===== src/rtl/data_cache_if.sv =====
// CPU-side and memory-side signals of the data cache bundled together.
// slave is the cache's own view; master is the view of the CPU/memory environment around it.
interface data_cache_if #(
    parameter int DATA_WIDTH = 32
);
    logic                  cpu_re;
    logic                  cpu_we;
    logic                  cpu_byte_op;
    logic [DATA_WIDTH-1:0] cpu_addr;
    logic [DATA_WIDTH-1:0] cpu_wdata;
    logic [DATA_WIDTH-1:0] cpu_rdata;
    logic                  cpu_stall;
    logic                  mem_req;
    logic                  mem_we;
    logic                  mem_byte_op;
    logic [DATA_WIDTH-1:0] mem_addr;
    logic [DATA_WIDTH-1:0] mem_wdata;
    logic                  mem_ack;
    logic [DATA_WIDTH-1:0] mem_rdata;
    logic [31:0]           hit_count;
    logic [31:0]           miss_count;

    modport slave (
        input  cpu_re, cpu_we, cpu_byte_op, cpu_addr, cpu_wdata, mem_ack, mem_rdata,
        output cpu_rdata, cpu_stall, mem_req, mem_we, mem_byte_op, mem_addr, mem_wdata,
        output hit_count, miss_count
    );

    modport master (
        output cpu_re, cpu_we, cpu_byte_op, cpu_addr, cpu_wdata, mem_ack, mem_rdata,
        input  cpu_rdata, cpu_stall, mem_req, mem_we, mem_byte_op, mem_addr, mem_wdata,
        input  hit_count, miss_count
    );
endinterface


===== src/rtl/data_cache.sv =====
// Direct-mapped, write-through, no-write-allocate data cache with one-word lines.
// Loads hit combinationally; misses refill from backing memory, stores always go to memory.
module data_cache #(
    parameter int DATA_WIDTH = 32,
    parameter int SETS       = 8
) (
    input logic        clk,
    input logic        rst,
    data_cache_if.slave bus
);
    localparam int IndexBits = $clog2(SETS);
    localparam int TagBits   = DATA_WIDTH - 2 - IndexBits;

    localparam logic [1:0] IDLE  = 2'd0;
    localparam logic [1:0] FILL  = 2'd1;
    localparam logic [1:0] WRITE = 2'd2;

    logic [1:0]            state;
    logic [1:0]            stateNext;
    logic [SETS-1:0]       validBits;
    logic [TagBits-1:0]    tagArray  [SETS];
    logic [DATA_WIDTH-1:0] dataArray [SETS];
    logic [DATA_WIDTH-1:0] memAddr;
    logic [DATA_WIDTH-1:0] memWdata;
    logic                  memByteOp;
    logic [31:0]           hitCount;
    logic [31:0]           missCount;

    logic [1:0]            offset;
    logic [IndexBits-1:0]  index;
    logic [TagBits-1:0]    tag;
    logic [IndexBits-1:0]  fillIndex;
    logic [TagBits-1:0]    fillTag;
    logic                  hit;
    logic                  storeReq;
    logic                  loadHit;
    logic                  loadMiss;
    logic                  fillDone;

    function automatic logic [DATA_WIDTH-1:0] formatLoad(input logic [DATA_WIDTH-1:0] word,
                                                         input logic byteOp,
                                                         input logic [1:0] off);
        if (byteOp) return {{(DATA_WIDTH-8){1'b0}}, word[8*off +: 8]};
        return word;
    endfunction

    function automatic logic [DATA_WIDTH-1:0] mergeStore(input logic [DATA_WIDTH-1:0] word,
                                                         input logic [DATA_WIDTH-1:0] wdata,
                                                         input logic byteOp,
                                                         input logic [1:0] off);
        logic [DATA_WIDTH-1:0] merged;
        merged = wdata;
        if (byteOp) begin
            merged = word;
            merged[8*off +: 8] = wdata[7:0];
        end
        return merged;
    endfunction

    assign offset    = bus.cpu_addr[1:0];
    assign index     = bus.cpu_addr[2 +: IndexBits];
    assign tag       = bus.cpu_addr[DATA_WIDTH-1 -: TagBits];
    // The refill target comes from the registered request, not the live CPU address.
    assign fillIndex = memAddr[2 +: IndexBits];
    assign fillTag   = memAddr[DATA_WIDTH-1 -: TagBits];

    assign hit      = validBits[index] && (tagArray[index] == tag);
    assign storeReq = (state == IDLE) && bus.cpu_we;
    assign loadHit  = (state == IDLE) && bus.cpu_re && !bus.cpu_we && hit;
    assign loadMiss = (state == IDLE) && bus.cpu_re && !bus.cpu_we && !hit;
    assign fillDone = (state == FILL) && bus.mem_ack;

    assign bus.mem_req     = (state != IDLE);
    assign bus.mem_we      = (state == WRITE);
    assign bus.mem_byte_op = memByteOp;
    assign bus.mem_addr    = memAddr;
    assign bus.mem_wdata   = memWdata;
    assign bus.hit_count   = hitCount;
    assign bus.miss_count  = missCount;

    always_comb begin
        stateNext     = state;
        bus.cpu_stall = 1'b0;
        bus.cpu_rdata = '0;
        case (state)
            IDLE: begin
                if (bus.cpu_we) begin
                    bus.cpu_stall = 1'b1;
                    stateNext     = WRITE;
                end else if (bus.cpu_re) begin
                    if (hit) begin
                        bus.cpu_rdata = formatLoad(dataArray[index], bus.cpu_byte_op, offset);
                    end else begin
                        bus.cpu_stall = 1'b1;
                        stateNext     = FILL;
                    end
                end
            end
            FILL: begin
                if (bus.mem_ack) begin
                    bus.cpu_rdata = formatLoad(bus.mem_rdata, bus.cpu_byte_op, offset);
                    stateNext     = IDLE;
                end else begin
                    bus.cpu_stall = 1'b1;
                end
            end
            WRITE: begin
                if (bus.mem_ack) stateNext = IDLE;
                else bus.cpu_stall = 1'b1;
            end
            default: stateNext = IDLE;
        endcase
        // Reset is asynchronous, so the CPU-facing outputs are forced quiet while it is held.
        if (rst) begin
            bus.cpu_stall = 1'b0;
            bus.cpu_rdata = '0;
        end
    end

    always_ff @(posedge clk or posedge rst) begin
        if (rst) begin
            state     <= IDLE;
            validBits <= '0;
            memAddr   <= '0;
            memWdata  <= '0;
            memByteOp <= 1'b0;
            hitCount  <= '0;
            missCount <= '0;
        end else begin
            state <= stateNext;
            if (storeReq) begin
                memAddr   <= bus.cpu_addr;
                memWdata  <= bus.cpu_wdata;
                memByteOp <= bus.cpu_byte_op;
            end else if (loadMiss) begin
                memAddr   <= {bus.cpu_addr[DATA_WIDTH-1:2], 2'b00};
                memByteOp <= 1'b0;
            end
            if (fillDone) validBits[fillIndex] <= 1'b1;
            if (loadHit && (hitCount != '1)) hitCount <= hitCount + 32'd1;
            if (loadMiss && (missCount != '1)) missCount <= missCount + 32'd1;
        end
    end

    // Tag/data storage carries no reset; the valid bits mask stale contents.
    always_ff @(posedge clk) begin
        if (fillDone) begin
            tagArray[fillIndex]  <= fillTag;
            dataArray[fillIndex] <= bus.mem_rdata;
        end else if (storeReq && hit) begin
            dataArray[index] <= mergeStore(dataArray[index], bus.cpu_wdata, bus.cpu_byte_op,
                                           offset);
        end
    end
endmodule


===== src/flat_wrapper.sv =====
// flat-port wrapper written by rule: the top's interface ports become plain ports
module data_cache_flat 
#(
    parameter int DATA_WIDTH = 32,
    parameter int SETS       = 8
)
  (clk, rst, bus_cpu_re, bus_cpu_we, bus_cpu_byte_op, bus_cpu_addr, bus_cpu_wdata, bus_mem_ack, bus_mem_rdata, bus_cpu_rdata, bus_cpu_stall, bus_mem_req, bus_mem_we, bus_mem_byte_op, bus_mem_addr, bus_mem_wdata, bus_hit_count, bus_miss_count);
  data_cache_if #(.DATA_WIDTH(DATA_WIDTH)) bus_i ();
  input logic clk;
  input logic rst;
  input wire logic [$bits(bus_i.cpu_re)-1:0] bus_cpu_re;
  input wire logic [$bits(bus_i.cpu_we)-1:0] bus_cpu_we;
  input wire logic [$bits(bus_i.cpu_byte_op)-1:0] bus_cpu_byte_op;
  input wire logic [$bits(bus_i.cpu_addr)-1:0] bus_cpu_addr;
  input wire logic [$bits(bus_i.cpu_wdata)-1:0] bus_cpu_wdata;
  input wire logic [$bits(bus_i.mem_ack)-1:0] bus_mem_ack;
  input wire logic [$bits(bus_i.mem_rdata)-1:0] bus_mem_rdata;
  output wire logic [$bits(bus_i.cpu_rdata)-1:0] bus_cpu_rdata;
  output wire logic [$bits(bus_i.cpu_stall)-1:0] bus_cpu_stall;
  output wire logic [$bits(bus_i.mem_req)-1:0] bus_mem_req;
  output wire logic [$bits(bus_i.mem_we)-1:0] bus_mem_we;
  output wire logic [$bits(bus_i.mem_byte_op)-1:0] bus_mem_byte_op;
  output wire logic [$bits(bus_i.mem_addr)-1:0] bus_mem_addr;
  output wire logic [$bits(bus_i.mem_wdata)-1:0] bus_mem_wdata;
  output wire logic [$bits(bus_i.hit_count)-1:0] bus_hit_count;
  output wire logic [$bits(bus_i.miss_count)-1:0] bus_miss_count;
  assign bus_i.cpu_re = bus_cpu_re;
  assign bus_i.cpu_we = bus_cpu_we;
  assign bus_i.cpu_byte_op = bus_cpu_byte_op;
  assign bus_i.cpu_addr = bus_cpu_addr;
  assign bus_i.cpu_wdata = bus_cpu_wdata;
  assign bus_i.mem_ack = bus_mem_ack;
  assign bus_i.mem_rdata = bus_mem_rdata;
  assign bus_cpu_rdata = bus_i.cpu_rdata;
  assign bus_cpu_stall = bus_i.cpu_stall;
  assign bus_mem_req = bus_i.mem_req;
  assign bus_mem_we = bus_i.mem_we;
  assign bus_mem_byte_op = bus_i.mem_byte_op;
  assign bus_mem_addr = bus_i.mem_addr;
  assign bus_mem_wdata = bus_i.mem_wdata;
  assign bus_hit_count = bus_i.hit_count;
  assign bus_miss_count = bus_i.miss_count;
  data_cache #(.DATA_WIDTH(DATA_WIDTH), .SETS(SETS)) u_core (.clk(clk), .rst(rst), .bus(bus_i));
endmodule

===== config.mk =====
export PLATFORM = sky130hd
export DESIGN_NAME = data_cache_flat
export DESIGN_NICKNAME = d
export VERILOG_FILES = /design/src/rtl/data_cache_if.sv /design/src/rtl/data_cache.sv /design/src/flat_wrapper.sv
export SDC_FILE = /design/constraint.sdc
export NUM_CORES = 1
export LEC_CHECK = 0
export BUFFER_PORTS_ARGS = -buffer_cell sky130_fd_sc_hd__buf_2
export CORE_ASPECT_RATIO = 1.2
export CORE_MARGIN = 2
export CORE_UTILIZATION = 35
export DETAILED_ROUTE_END_ITERATION = 12
export REMOVE_ABC_BUFFERS = 1
export SLEW_MARGIN = 20
export SYNTH_ARGS = -nofsm -noshare
export SYNTH_HDL_FRONTEND = slang
export SYNTH_SLANG_ARGS = --single-unit

===== constraint.sdc =====
create_clock -name clk -period 10 [get_ports clk]
set_input_delay 1 -clock clk [delete_from_list [all_inputs] [get_ports clk]]
set_output_delay 1 -clock clk [all_outputs]
set_load 0.05 [all_outputs]

==> results of run 1 <==
==> path summary, 6_finish.rpt <==
| kind | depth (start not counted) | endpoint | slack, ps | startpoint |
|---|---|---|---|---|
| setup / recovery | 12 | bus_cpu_rdata[0] | 3830 | bus_cpu_addr[3] |
| hold / removal | 1 | u_core.validBits[4] | 470 | u_core.validBits[4] |
| setup reg to reg | 11 | u_core.dataArray[3][16] | 5720 | u_core.tagArray[6][14] |
| hold reg to reg | 1 | u_core.validBits[4] | 470 | u_core.validBits[4] |
| max in group asynchronous | 3 | u_core.bus.hit_count[12] | 7950 | rst |
| min in group asynchronous | 2 | u_core.bus.mem_addr[10] | 610 | rst |
==> cells in the final DEF (no fill, tap or decap), types with 5 or more instances in the layout <==
cell       instances
o22ai_1            8
mux2_1            26
nor4_1            17
buf_2            262
nor2_1            80
a221oi_1           8
nand4_1           28
and3_1            24
or4_1              5
a32oi_1            8
buf_4             30
or2_2              8
o221ai_1           8
clkinv_2          17
xor2_1            38
nand3_1           34
a22oi_1           37
clkbuf_1          10
nand2_1           65
nor2b_1            8
and4_1             8
nor3_1            21
o21ai_1            9
xnor2_1           41
a32o_1             7
ha_1              11
dfrtp_1          139
clkbuf_16         70
and2_1             9
mux2i_1           92
mux2_2            82
clkinv_1           5
mux4_2            95
o31ai_4            5
inv_1             29
nand2b_1          24
edfxtp_1         472
a21oi_1           72
==> where the power goes <==
group | internal (W) | total, W | switching [W]
Clock | 0.00142 | 0.00243 | 0.00101
Sequential | 0.00312 | 0.00335 | 0.000235
Combinational | 0.000422 | 0.00148 | 0.00106
Total | 0.00495 | 0.00726 | 0.00231
==> flip-flops by register name, summed over array words and instances, names as in the netlist <==
signal	flops
u_core.bus.mem_addr	32
u_core.tagArray	216
u_core.state	2
u_core.validBits	8
u_core.bus.mem_byte_op	1
u_core.bus.hit_count	32
u_core.bus.mem_wdata	32
u_core.dataArray	256
u_core.bus.miss_count	32
==> layout make-up <==
cell class	instances	area, µm²
antenna	1	2.50
clock buffer	83	1830
clock inverter	35	332
fill	6787	43700
inverter	32	125
multi-input combinational	914	8270
sequential	611	17700
tap	1008	1260
timing repair buffer	295	1600
==> cell families (layout without fill, tap and decap cells) <==
group | Yosys count | count (layout)
buf+inv | 126 | 445
other cells | 0 | 1
mux | 295 | 295
fa+ha+maj | 11 | 11
xor+xnor | 79 | 79
flops | 611 | 611
simple gates | 349 | 349
compound gates | 180 | 180
==> critical path: cells and delay by family <==
family                 cells  cell delay (ps)
and+or+nand+nor            4             1650
buffers and inverters      4             1620
AOI/OAI and AO/OA          4              790
==> metrics by stage <==
stage,setup WS [ps],std cells,hold WS (ps)
finish,3830,2979,467
floorplan,2200,1557,429
CTS,3820,2978,468
global route,3620,2978,489
detailed placement,3840,2860,454
global placement,3940,2858,445
==> per-layer routing <==
layer	wire length [µm]	share of wire (%)	vias up	track usage, %
met4	2030	3.0	2	6.54
met1	29000	43	8042	23.3
li1	-	-	6977	-
met2	32200	47	594	28.1
met3	4590	6.8	106	3.24
met5	13	0.019	-	0
==> results.ini, run 1 <==
[clock_tree]
cts_num_sinks=611
cts_root_buffer=clkbuf_16
postCtsResizedCells=0
post_cts_buffers=0
cts_tree=built
clk_pin_slew_ps=60
cts_hold_buffers=0
clk_latency_ps=600
cts_buffers=66
cts_max_level=3
cts_buffer_depth=3

[worst_setup_path]
cp.required_ps=9000
worstPathArrival_ps=5170
critPathMaxFanout=45
cpPeakStageDelay_ps=610
startpoint_type=input pin
end_kind=primary output
cpMostUsedCell=buf_4
crit_path_top_delay_cell=buf_4
worst-setup-path-type=in -> out
path_cells=buf_4 -> buf_4 -> nor2b_1 -> a22oi_1 -> a21oi_1 -> o22ai_1 -> or4_1 -> nor4_4 -> buf_4 -> nand2_2 -> o21ai_1 -> buf_2

[finish]
drive_gt1_share_pct=30.8
layout.nets=2033
finish.utilization_pct=41.6
finalInstanceArea_um2=31100
area_growth_pct=18.2

[route]
drt_first_pass_iters=5
routed_wl_mm=67.8
drtIter0Drc=1339
vias=15700
wl_per_cell_um=22.8
drtAntennaViolNets=0
drc=0
avgViaCountPerCell=5.28

[floorplan]
die_area_um2=77300
fp.dieW_um=254
fp.dieH_um=304
core_um2=74700
io_pins=266
start_util_pct=35.2
fp-row-count=110

[global_route]
grt_pass1_vias=16200
grt_max_degree=73
grt-ovfl-total=0
grt_usage_pct=17.4
grt_pass1_wl_mm=102
antenna_found_initial=1

[yosys]
postSynthCellCount=1651
synth_most_common_cell=edfxtp_1
synth_area_um2=26300
synth_fa_ha_area_share_pct=0.523
yosys.area_share.simple_pct=6.77
yosysUniqueCellTypes=52
synth-seq-cells=611
synth_xor_xnor_area_share_pct=2.63
synth_enable_flop_cells=472
syn_avg_cell_area_um2=15.9
synth_compound_area_share_pct=4.52
synth_top_family_by_area=multiplexers
yosys-top-cells-count=edfxtp_1, dfrtp_1, mux4_2
synth.top_cell.area_share_pct=53.9
muxShareOfSynthArea_pct=16.3
synth_seq_area_share_pct=67.1
ys_async_sr_fraction_pct=22.7
ys_warn_count=0
yosysTopAreaCell=edfxtp_1
synthTopCellsByArea=edfxtp_1, dfrtp_1, mux4_2, mux2_2, mux2i_1
synth_ff_type=edfxtp_1

[power_and_ir_drop]
power_w=0.00726
irDropWorstVdd_uv=176
leakage_nw=11.6
power.density_nw_per_um2=234

[sta]
fin_crit_sh_pct=61.7
fin_crit_ps=6170
relSlewSlack_pct=25.9
finalMaxSlewViolations=0
setup_violations=0
worstMarginPinSlew_ps=1110
clock.fmax_mhz=162
finalHoldViolCount=0
setup_tns_ps=0
clock_skew_ps=21.3
rsz0062_at_grt=no

[run]
drv_cap=0

[placed_design]
portBuffers=265
hpwl_mm=44.1
place_congestion=0.918
place_area_um2=28900

[run_status]
outcome=complete, no violations

[worst_hold_path]
hold_path_class=reg -> reg

(Power assumes the default switching activity.)
==> inputs of run 2 (changes only) <==
==> constraint.sdc (replaced) <==
create_clock -name clk -period 6.05 [get_ports clk]
set_input_delay 0.605 -clock clk [delete_from_list [all_inputs] [get_ports clk]]
set_output_delay 0.605 -clock clk [all_outputs]
set_load 0.05 [all_outputs]
==> run 2 against run 1 <==
Die area unchanged. Clock-buffer cell count rose by 4. Final cell count increased by 0.17%. Worst setup slack worse by 2800 ps. Sequential share of layout area is essentially flat. Critical path depth fell by 1. Sequential power rose by 65%. Routed wire length hardly changed. Clock power rose by 65%. Critical path type unchanged. Highest routed layer unchanged.
==> results.ini, run 2 (synthesized netlist as in run 1, its figures left out) <==
[floorplan]
start_util_pct=35.2
die_area_um2=77300
io_pins=266
core_um2=74700
fp.dieH_um=304
fp.dieW_um=254
fp-row-count=110

[sta]
clock_skew_ps=23.9
worstMarginPinSlew_ps=1110
holdWs_ps=253
relSlewSlack_pct=25.5
fin_crit_ps=5010
fin_crit_sh_pct=82.7
setup_violations=0
finalMaxSlewViolations=0
setup_tns_ps=0
setup_slack_ps=1040
finalHoldViolCount=0
clock.fmax_mhz=200
rsz0062_at_grt=no

[worst_setup_path]
cp-startpoint=bus_cpu_addr[3]
worst-setup-path-type=in -> out
end_kind=primary output
path_cells=buf_4 -> nor2b_1 -> a22oi_1 -> a21oi_1 -> o22ai_1 -> or4_1 -> nor4_4 -> buf_4 -> nand2b_1 -> a21oi_1 -> buf_2
cp.required_ps=5440
cpPeakStageDelay_ps=650
startpoint_type=input pin
critPathMaxFanout=42
worstPathArrival_ps=4400
r2r_start=u_core.tagArray[6][15]
crit_path_top_delay_cell=nor4_4

[run]
drv_cap=0

[clock_tree]
cts_buffers=66
clk_latency_ps=600
postCtsResizedCells=0
cts_buffer_depth=3
clk_pin_slew_ps=60
post_cts_buffers=0
cts_max_level=3
cts_num_sinks=611
cts_tree=built
cts_root_buffer=clkbuf_16
cts_hold_buffers=0

[finish]
largest_register_ffs=256
reg_top3=u_core.dataArray x256, u_core.tagArray x216
layout.nets=2037
final_cell_mix=edfxtp_1, buf_2, dfrtp_1
largest-register=u_core.dataArray
drive_gt1_share_pct=30.4
area_growth_pct=18.1
mostFrequentLayoutCell=edfxtp_1

[route]
avgViaCountPerCell=5.28
wl_per_cell_um=22.7
drc=0
drtIter0Drc=1368
drtAntennaViolNets=0
drt_first_pass_iters=5
vias=15800
routed_wl_mm=67.8

[power_and_ir_drop]
irDropWorstVdd_uv=432
leakage_nw=11.5
power.density_nw_per_um2=386

[worst_hold_path]
min-delay-start=bus_cpu_wdata[13]
hold_path_class=in -> reg

[placed_design]
dpl_worst_slack_ps=1060
portBuffers=265
hpwl_mm=43.5
place_congestion=0.900

[global_route]
grt-ovfl-total=0
grt_max_degree=77
grt_usage_pct=17.4
grt_pass1_vias=16100
grt_pass1_wl_mm=101
antenna_found_initial=1

[run_status]
outcome=complete, no violations

## run 2: power by group
group | switching (W) | internal [W] | total [W] | leakage [nW]
Combinational | 0.00175 | 0.000699 | 0.00245 | 4.49
Sequential | 0.000377 | 0.00515 | 0.00553 | 6.01
Clock | 0.00166 | 0.00234 | 0.00400 | 1.03
Total | 0.00379 | 0.00819 | 0.0120 | 11.5
## run 2: through the flow
stage | cell area (µm²) | power (W) | std cells | util (%)
floorplan | 25800 | 0.00720 | 1557 | -
global placement | 28900 | 0.00803 | 2864 | 38.7
detailed placement | 28900 | 0.00809 | 2864 | 38.7
CTS | 31000 | 0.0121 | 2983 | 41.5
global route | 31000 | 0.0125 | 2983 | 41.5
finish | 31000 | 0.0120 | 2984 | 41.5
## run 2: layout make-up
| cell class | count | area (µm²) |
|---|---|---|
| inverter | 32 | 125 |
| tap | 1008 | 1260 |
| sequential | 611 | 17700 |
| antenna | 1 | 2.50 |
| fill | 6774 | 43700 |
| timing repair buffer | 299 | 1620 |
| multi-input combinational | 914 | 8270 |
| clock inverter | 32 | 394 |
| clock buffer | 87 | 1730 |
## run 2: worst max-delay path: cells and delay by family
| family | cells | cell delay, ps |
|---|---|---|
| compound gates | 4 | 640 |
| buf+inv | 3 | 1180 |
| simple gates | 4 | 1920 |
## run 2: final timing paths
kind,slack (ps),to,depth (start not counted)
setup / recovery,1040,bus_cpu_rdata[30],11
max in group asynchronous,4400,u_core.bus.hit_count[14],3
hold reg to reg,470,u_core.validBits[7],1
setup reg to reg,2180,u_core.dataArray[3][29],10
min in group asynchronous,260,u_core.validBits[4],2
hold / removal,250,u_core.bus.mem_wdata[13],2
## run 2: metal layers
layer	up-vias	part of all wire [%]	GRT usage [%]
met5	-	0.015	0
li1	6988	-	-
met1	8087	42	23.1
met4	2	2.7	6.22
met2	582	49	28.9
met3	101	6.2	2.89
